$ cat config.mk
export PLATFORM = sky130hd
export DESIGN_NAME = mem_port_arbiter
export DESIGN_NICKNAME = d
export VERILOG_FILES = /design/src/rtl/mem_port_arbiter.sv
export SDC_FILE = /design/constraint.sdc
export NUM_CORES = 1
export LEC_CHECK = 0
export ABC_AREA = 1
export ABC_CLOCK_PERIOD_IN_PS = 29200
export BUFFER_PORTS_ARGS = -buffer_cell sky130_fd_sc_hd__buf_4
export CAP_MARGIN = 0
export CELL_PAD_IN_SITES_DETAIL_PLACEMENT = 1
export CELL_PAD_IN_SITES_GLOBAL_PLACEMENT = 1
export CORE_UTILIZATION = 41
export CTS_CLUSTER_DIAMETER = 50
export DETAILED_ROUTE_END_ITERATION = 8
export PLACE_DENSITY = 0.87
export SLEW_MARGIN = 30
export SYNTH_ARGS = -nofsm -noshare
export SYNTH_HDL_FRONTEND = slang
export SYNTH_SLANG_ARGS = --single-unit
$ cat constraint.sdc
create_clock -name clk -period 29.2 [get_ports clk]
set_input_delay 8.76 -clock clk [delete_from_list [all_inputs] [get_ports clk]]
set_output_delay 8.76 -clock clk [all_outputs]
set_load 0.05 [all_outputs]
$ cat src/rtl/mem_port_arbiter.sv
// mem_port_arbiter
//   Shares a PORT_COUNT-port synchronous RAM between REQ_COUNT requesters.
//   Each cycle up to PORT_COUNT requests are granted in round-robin order
//   starting at rr_ptr. A candidate whose address matches an already granted
//   address is skipped when either access is a write, while two reads to the
//   same address are both granted. Read data (or the written word for writes)
//   comes back one cycle after the RAM registers it, as a single-cycle
//   rsp_valid pulse tagged to the issuing requester.
//
// Ports
//   clk          system clock
//   reset        asynchronous active-low reset
//   req_valid    per-requester request pending
//   req_ready    per-requester grant this cycle (transfer on valid & ready)
//   req_we       per-requester write enable (1 = write)
//   req_addr     flattened addresses, requester r at slice r
//   req_wdata    flattened write data, requester r at slice r
//   rsp_valid    per-requester one-cycle completion pulse
//   rsp_data     flattened response data, held between responses
//   mem_reset    active-high RAM reset (~reset)
//   mem_address  flattened RAM address bus, port p at slice p
//   mem_datain   flattened RAM write data bus
//   mem_write    per-port RAM write enable
//   mem_dataout  flattened RAM registered read data
module mem_port_arbiter #(
  parameter int REQ_COUNT  = 4,
  parameter int PORT_COUNT = 2,
  parameter int addr_width = 12,
  parameter int mem_width  = 12,
  parameter int ID_W       = 2
) (
  input  logic                            clk,
  input  logic                            reset,
  input  logic [REQ_COUNT-1:0]            req_valid,
  output logic [REQ_COUNT-1:0]            req_ready,
  input  logic [REQ_COUNT-1:0]            req_we,
  input  logic [REQ_COUNT*addr_width-1:0] req_addr,
  input  logic [REQ_COUNT*mem_width-1:0]  req_wdata,
  output logic [REQ_COUNT-1:0]            rsp_valid,
  output logic [REQ_COUNT*mem_width-1:0]  rsp_data,
  output logic                            mem_reset,
  output logic [PORT_COUNT*addr_width-1:0] mem_address,
  output logic [PORT_COUNT*mem_width-1:0] mem_datain,
  output logic [PORT_COUNT-1:0]           mem_write,
  input  logic [PORT_COUNT*mem_width-1:0] mem_dataout
);

  logic [ID_W-1:0]       rr_ptr;
  logic [REQ_COUNT-1:0]  grant;
  logic [PORT_COUNT-1:0] port_vld;
  logic [ID_W-1:0]       port_id [PORT_COUNT];
  logic [ID_W-1:0]       last_id;
  logic                  any_grant;

  logic [PORT_COUNT-1:0] stage_vld;
  logic [ID_W-1:0]       stage_id [PORT_COUNT];

  // Grant selection: scan from rr_ptr, filling ports 0,1,... in order.
  // Grants are suppressed while reset is asserted so nothing reaches the RAM.
  always_comb begin : grant_sel
    logic [ID_W-1:0] r;
    logic            hazard;
    logic            placed;
    grant     = '0;
    port_vld  = '0;
    last_id   = rr_ptr;
    any_grant = 1'b0;
    r         = '0;
    hazard    = 1'b0;
    placed    = 1'b0;
    for (int p = 0; p < PORT_COUNT; p++) port_id[p] = '0;
    if (reset) begin
      for (int i = 0; i < REQ_COUNT; i++) begin
        r      = rr_ptr + ID_W'(i);
        hazard = 1'b0;
        placed = 1'b0;
        if (req_valid[r]) begin
          for (int p = 0; p < PORT_COUNT; p++) begin
            if (port_vld[p] &&
                (req_addr[port_id[p]*addr_width +: addr_width] ==
                 req_addr[r*addr_width +: addr_width]) &&
                (req_we[r] || req_we[port_id[p]]))
              hazard = 1'b1;
          end
          if (!hazard) begin
            for (int p = 0; p < PORT_COUNT; p++) begin
              if (!port_vld[p] && !placed) begin
                port_vld[p] = 1'b1;
                port_id[p]  = r;
                placed      = 1'b1;
              end
            end
          end
          if (placed) begin
            grant[r]  = 1'b1;
            last_id   = r;
            any_grant = 1'b1;
          end
        end
      end
    end
  end

  assign req_ready = grant;
  assign mem_reset = ~reset;

  always_comb begin
    mem_address = '0;
    mem_datain  = '0;
    mem_write   = '0;
    for (int p = 0; p < PORT_COUNT; p++) begin
      if (port_vld[p]) begin
        mem_address[p*addr_width +: addr_width] = req_addr[port_id[p]*addr_width +: addr_width];
        mem_datain[p*mem_width +: mem_width]    = req_wdata[port_id[p]*mem_width +: mem_width];
        mem_write[p]                            = req_we[port_id[p]];
      end
    end
  end

  // Stage registers track which requester owns each port's RAM output; the
  // response registers then present that output one cycle later. A requester
  // owns at most one port per cycle, so response slices never collide.
  always_ff @(posedge clk or negedge reset) begin
    if (!reset) begin
      rr_ptr    <= '0;
      stage_vld <= '0;
      for (int p = 0; p < PORT_COUNT; p++) stage_id[p] <= '0;
      rsp_valid <= '0;
      rsp_data  <= '0;
    end else begin
      if (any_grant) rr_ptr <= last_id + ID_W'(1);
      stage_vld <= port_vld;
      for (int p = 0; p < PORT_COUNT; p++) stage_id[p] <= port_id[p];
      rsp_valid <= '0;
      for (int p = 0; p < PORT_COUNT; p++) begin
        if (stage_vld[p]) begin
          rsp_valid[stage_id[p]] <= 1'b1;
          rsp_data[stage_id[p]*mem_width +: mem_width] <= mem_dataout[p*mem_width +: mem_width];
        end
      end
    end
  end

endmodule

==> results of run 1 <==
## state kept, by name (all words and copies together), names as in the netlist
| signal | cells |
|---|---|
| stage_id | 4 |
| rsp_valid | 4 |
| stage_vld | 2 |
| rsp_data | 48 |
| rr_ptr | 2 |
## how the worst max path moves through the flow
stage,from,endpoint,slack (ps),depth (start not counted)
2_1_floorplan,req_valid[3],mem_address[12],6780,50
3_3_place_gp,req_valid[3],mem_write[1],3830,45
3_5_place_dp,req_valid[3],mem_address[16],3470,47
4_1_cts,req_valid[3],mem_address[16],3480,47
5_1_grt,req_valid[3],mem_address[16],2610,50
6_report,req_valid[3],mem_address[16],3360,50
## worst max-delay path: cells and delay by family
family / cells / cell delay, ps
adders and majority gates: 1 / 180
buffers and inverters: 7 / 1750
and+or+nand+nor: 42 / 6280
## cell type report
cell class | instances | area [um^2] | area share
clock buffers | 9 | 225 | 0.0171
flip-flops and latches | 60 | 1500 | 0.114
multi-input cells | 1694 | 8220 | 0.625
clock inverters | 7 | 75.1 | 0.00571
well taps | 341 | 427 | 0.0324
inverters | 212 | 803 | 0.0610
repair buffers | 254 | 1910 | 0.145
## kinds of logic (layout without fill, tap and decap cells)
family	count (synthesis)	in the layout	share of synthesized area
AOI/OAI and AO/OA	468	468	0.241
xor gates and xnor gates	11	11	0.00857
adders and majority gates	19	19	0.0212
buffers and inverters	349	482	0.137
DFF	60	60	0.134
muxes	3	3	0.00289
and+or+nand+nor	1193	1193	0.455
## Yosys cell counts (11+ instances only)
| cell type | n | area [um^2] |
|---|---|---|
| nor2_2 | 14 | 87.6 |
| a22o_1 | 11 | 96.3 |
| o22ai_1 | 19 | 119 |
| clkbuf_1 | 61 | 229 |
| nand4_1 | 59 | 369 |
| nor3_1 | 18 | 90.1 |
| o211ai_1 | 16 | 120 |
| o21ai_1 | 14 | 70.1 |
| buf_4 | 24 | 180 |
| inv_1 | 198 | 743 |
| a22oi_1 | 17 | 128 |
| o21bai_1 | 12 | 90.1 |
| nor2_1 | 179 | 672 |
| a21oi_1 | 115 | 576 |
| buf_2 | 36 | 180 |
| nand2_1 | 663 | 2490 |
| nand3_1 | 234 | 1170 |
| a32oi_1 | 16 | 140 |
| o21ai_0 | 213 | 1070 |
| ha_1 | 19 | 238 |
| dfrtp_1 | 60 | 1500 |
## through the flow
stage                util  hold WS (ps)  worst slack, ps  std cells  instance area, um^2
floorplan               -           647             6780       2103                11200
global placement    0.477           553             3830       2561                12800
CTS                 0.488           585             3480       2577                13100
global route        0.488           606             2610       2577                13200
finish              0.488           590             3360       2577                13200
detailed placement  0.477           572             3470       2561                12800
## routing by layer
layer | track usage | part of all wire
met5 | 0 | 0
met4 | 0.292 | 0.074
met3 | 0.0806 | 0.11
met2 | 0.696 | 0.43
met1 | 0.583 | 0.39
==> summary.md, run 1 <==
| Metric | Value |
|---|---|
| Port Buf Inserts | around 240 |
| Largest net degree at the start of global routing | 67 |
| Worst r2r src | rr_ptr[0] |
| Fmax | 38.7 MHz |
| CTS tree | built |
| DR WL/cell | about 25 um |
| Outcome | complete, no violations |
| RD Place Congestion | 1.03 |
| Share of layout cells above drive strength 1 | 0.146 |
| CTS H-tree lvls | 3 |
| Max-slew violations | 0 |
| Critical Path Start Type | input pin |
| Maxcap violations | 0 |
| FFs w/ async S/R, synth | 1.00 |
| Main synth FF type | dfrtp_1 |
| Die footprint | 28100 um^2 |
| Overflow after GRT | 0 |
| Seq cells post-synth | 60 |
| CP Max Fanout | 51 |
| Clock transition at path regs | 60 ps |
| Worst-margin pin slew | between 1000 and 1500 ps |
| Crit Path Class | in -> out |
| Final Critical Period | 25840 ps |
| Die Y | 168 um |
| Iter 0 DRT Violations | between 1500 and 2000 |
| Cell depth of the worst flop-to-flop path | 44 |
| Worst skew pair latency | 340 ps |
| WHS Path Cells | 4 |
| Clock tree sinks | 60 |
| RSZ-0062 raised after global routing | no |
| Detailed Route WL | 64.9 mm |
| Worst Setup End Kind | primary output |
| Post_cts resized | 0 |
| Yosys warnings | 0 |
| CTS Buf Count | 9 |
| Arrival time at the worst endpoint | about 17000 ps |
| Flop2flop setup slack | 20240 ps |
| Fillers | 3956 |
| Seq/Total Area, Yosys | 0.134 |
| Max incr delay on CP | 730 ps |
| Initial core utilization | 0.417 |
| Most frequent cells in the layout | nand2_1, buf_4, nand3_1 |
| Post-Syn Nets | about 2300 |
| Syn Inst Count | 2103 |
| Detail Route Antenna Nets | 0 |
| Root Buffer | clkbuf_16 |
| Cell mode on critical path | nand2_1 |
| CTS Buffer Depth | 2 |
| Drt first pass iters | 6 |
| Hold buffer count at CTS | 0 |
| Postcts setup bufs | 0 |
| Routed via count | ~17000 |
| WHS Endpoint | rsp_data[17] |
| Initial antenna violation count | 1 |
| Total track usage | 0.453 |
| Routed vias/inst | 6.41 |
| Worst path slowest cell | nand2_2 |
| Avg Cell Area, Syn | about 5.3 um^2 |
| Number of nets in the layout | about 2400 |
| Mapped Area | 11200 um^2 |
| Post-detail-place hpwl | between 40 and 50 mm |
| HP Start | rsp_data[17] |
| Final Hold Fails | 0 |
| N_diodes | 0 |
| Area grow syn2layout | 17.1% |
| Layout Skew | 8.56 ps |
| Total negative setup slack | 0 ps |
| Req. time, crit path | 20440 ps |
| Vias in the first global route | 15941 |
| First-pass GRT wire length | 97.2 mm |
| Endpoints failing setup | 0 |
| Drt drc | 0 |
| Hold Path Class | reg -> reg |
| Most common cell after layout, fill and taps aside | nand2_1 |
| Crit share post-route | 0.885 |
| Max_slew headroom | 0.299 |
| Netlist cell types | 52 |
| Die X | 168 um |
| Ports | 237 |
| Num rows | 60 |
| EDFF count, synth | 0 |
| RR Endpoint | stage_id[0] |
| Core Footprint | 27000 um^2 |
Power of run 1 is left out: the tool's default activity adds up to more than one toggle a clock period on the data nets, which glitch-free logic cannot reach.
==> run 2, diff against run 1 <==
--- a/config.mk
+++ b/config.mk
@@ -6,7 +6,6 @@
 export NUM_CORES = 1
 export LEC_CHECK = 0
 export ABC_AREA = 1
-export ABC_CLOCK_PERIOD_IN_PS = 29200
 export BUFFER_PORTS_ARGS = -buffer_cell sky130_fd_sc_hd__buf_4
 export CAP_MARGIN = 0
 export CELL_PAD_IN_SITES_DETAIL_PLACEMENT = 1
@@ -14,7 +13,7 @@
 export CORE_UTILIZATION = 41
 export CTS_CLUSTER_DIAMETER = 50
 export DETAILED_ROUTE_END_ITERATION = 8
-export PLACE_DENSITY = 0.87
+export PLACE_DENSITY_LB_ADDON = 0.2
 export SLEW_MARGIN = 30
 export SYNTH_ARGS = -nofsm -noshare
 export SYNTH_HDL_FRONTEND = slang
==> summary.md, run 2 (same netlist as run 1, synthesis figures left out) <==
| Metric | Value |
|---|---|
| Footprint of the multi-input gates | 8230 um^2 (+0.15%) |
| Worst skew pair latency | 350 ps (about the same) |
| Worst path slowest cell | nand2_2 |
| Sequential Area | 1500 um^2 (unchanged) |
| Final Critical Period | 25830 ps (-10.9 ps) |
| Vias in the first global route | 15989 (+0.30%) |
| WHS Path Cells | 2 (-2) |
| Initial core utilization | 0.417 (unchanged) |
| Detail Route Antenna Nets | 0 (unchanged) |
| RR Endpoint | stage_id[0] |
| Max-slew violations | 0 (unchanged) |
| Most frequent cells in the layout | nand2_1, buf_4, nand3_1 |
| Req. time, crit path | 20440 ps (about the same) |
| Die Y | 168 um (unchanged) |
| Core Footprint | 27000 um^2 (unchanged) |
| Maxcap violations | 0 (unchanged) |
| Largest net degree at the start of global routing | 74 (+10%) |
| Share of layout cells above drive strength 1 | 0.146 (-0.000317) |
| Arrival time at the worst endpoint | 17070 ps (about the same) |
| Cell depth of the worst flop-to-flop path | 41 (-6.8%) |
| RD Place Congestion | 1.03 (+0.40%) |
| Critical Path Start Type | input pin |
| Crit Path Class | in -> out |
| Drt first pass iters | 8 (+2) |
| Flop2flop setup slack | 19950 ps (-290 ps) |
| RSZ-0062 raised after global routing | no |
| Crit share post-route | 0.885 (about the same) |
| Cell mode on critical path | nand2_1 |
| Max incr delay on CP | 680 ps (-50 ps) |
| Hold Path Class | reg -> reg |
| Hold buffer count at CTS | 0 (unchanged) |
| Die X | 168 um (unchanged) |
| CTS H-tree lvls | 3 (unchanged) |
| Detailed Route WL | 64.9 mm (about the same) |
| Max_slew headroom | 0.366 (+0.0672) |
| Clock tree sinks | 60 (unchanged) |
| Num rows | 60 (unchanged) |
| Post-detail-place hpwl | 48.3 mm (-1.7%) |
| Max reg flops | 48 (unchanged) |
| Final Hold Fails | 0 (unchanged) |
| CP Max Fanout | 51 (unchanged) |
| Port Buf Inserts | 236 (unchanged) |
| Total track usage | 0.451 (-0.00153) |
| Outcome | complete, no violations |
| Overflow after GRT | 0 (unchanged) |
| Initial antenna violation count | 1 (unchanged) |
| Root Buffer | clkbuf_16 |
| Endpoints failing setup | 0 (unchanged) |
| HP Start | rsp_data[27] |
| Drt drc | 0 (unchanged) |
| Routed vias/inst | 6.47 (+0.90%) |
| Total negative setup slack | 0 ps (unchanged) |
| WHS Endpoint | rsp_data[27] |
| Post_cts resized | 0 (unchanged) |
| Worst r2r src | rr_ptr[0] |
| CTS Buf Count | 9 (unchanged) |
| Ports | 237 (unchanged) |
| CTS Buffer Depth | 2 (unchanged) |
| Fmax | 38.7 MHz (about the same) |
| Routed via count | 16666 (+0.86%) |
| Postcts setup bufs | 0 (unchanged) |
| Clock transition at path regs | 60 ps (about the same) |
| Layout Skew | 7.72 ps (-0.839 ps) |
| Area grow syn2layout | 17.1% (about the same) |
| DR WL/cell | 25.2 um (about the same) |
| Fillers | 3941 (-0.38%) |
| Iter 0 DRT Violations | 1988 (+5.2%) |
| Worst Setup End Kind | primary output |
| Largest regs | rsp_data: 48 flops, rsp_valid: 4 flops, stage_id: 4 flops |
| Most common cell after layout, fill and taps aside | nand2_1 |
| First-pass GRT wire length | 96.8 mm (-0.35%) |
| Number of nets in the layout | 2378 (-0.084%) |
| Largest Register | rsp_data |
| Die footprint | 28100 um^2 (unchanged) |
| CTS tree | built |
| Worst-margin pin slew | 951 ps (-89.8 ps) |
## run 2: final cells by class
cell class,count,share of cell area
Timing Repair Buffer,252,0.144
Clock buffer,11,0.0184
Inverter,212,0.0611
Antenna cell,1,0.000190
Multi-Input combinational cell,1694,0.625
Tap cell,341,0.0324
Sequential cell,60,0.114
Clock inverter,5,0.00456
## run 2: critical path: cells and delay by family
family | cells | cell delay [ps]
fa+ha+maj | 1 | 180
simple gates | 41 | 6570
buf+inv | 7 | 1410
## run 2: stage by stage
step	area, um^2	hold slack (ps)	std cells	setup WS, ps	utilization
floorplan	11200	647	2103	6780	-
global placement	12800	552	2559	3620	0.476
detailed placement	12800	556	2559	3510	0.477
CTS	13200	568	2575	3490	0.488
global route	13200	601	2575	2620	0.488
finish	13200	563	2576	3370	0.488
## run 2: worst max-delay path by stage
stage	start	to	slack [ps]	cells past startpoint
3_5_place_dp	req_valid[3]	mem_address[18]	3510	49
5_1_grt	req_valid[3]	mem_address[18]	2620	49
4_1_cts	req_valid[3]	mem_address[18]	3490	49
6_report	req_valid[3]	mem_address[18]	3370	49
2_1_floorplan	req_valid[3]	mem_address[12]	6780	50
3_3_place_gp	req_valid[3]	mem_address[18]	3620	49
## run 2: metal layers
metal | up-vias | wire length [um] | global-route usage
met3 | 294 | 7040 | 0.0934
met1 | 8046 | 25100 | 0.571
met2 | 1052 | 28100 | 0.701
li1 | 7272 | - | -
met4 | 2 | 4630 | 0.282
met5 | - | 13 | 0
Power of run 2 is left out for the same reason.
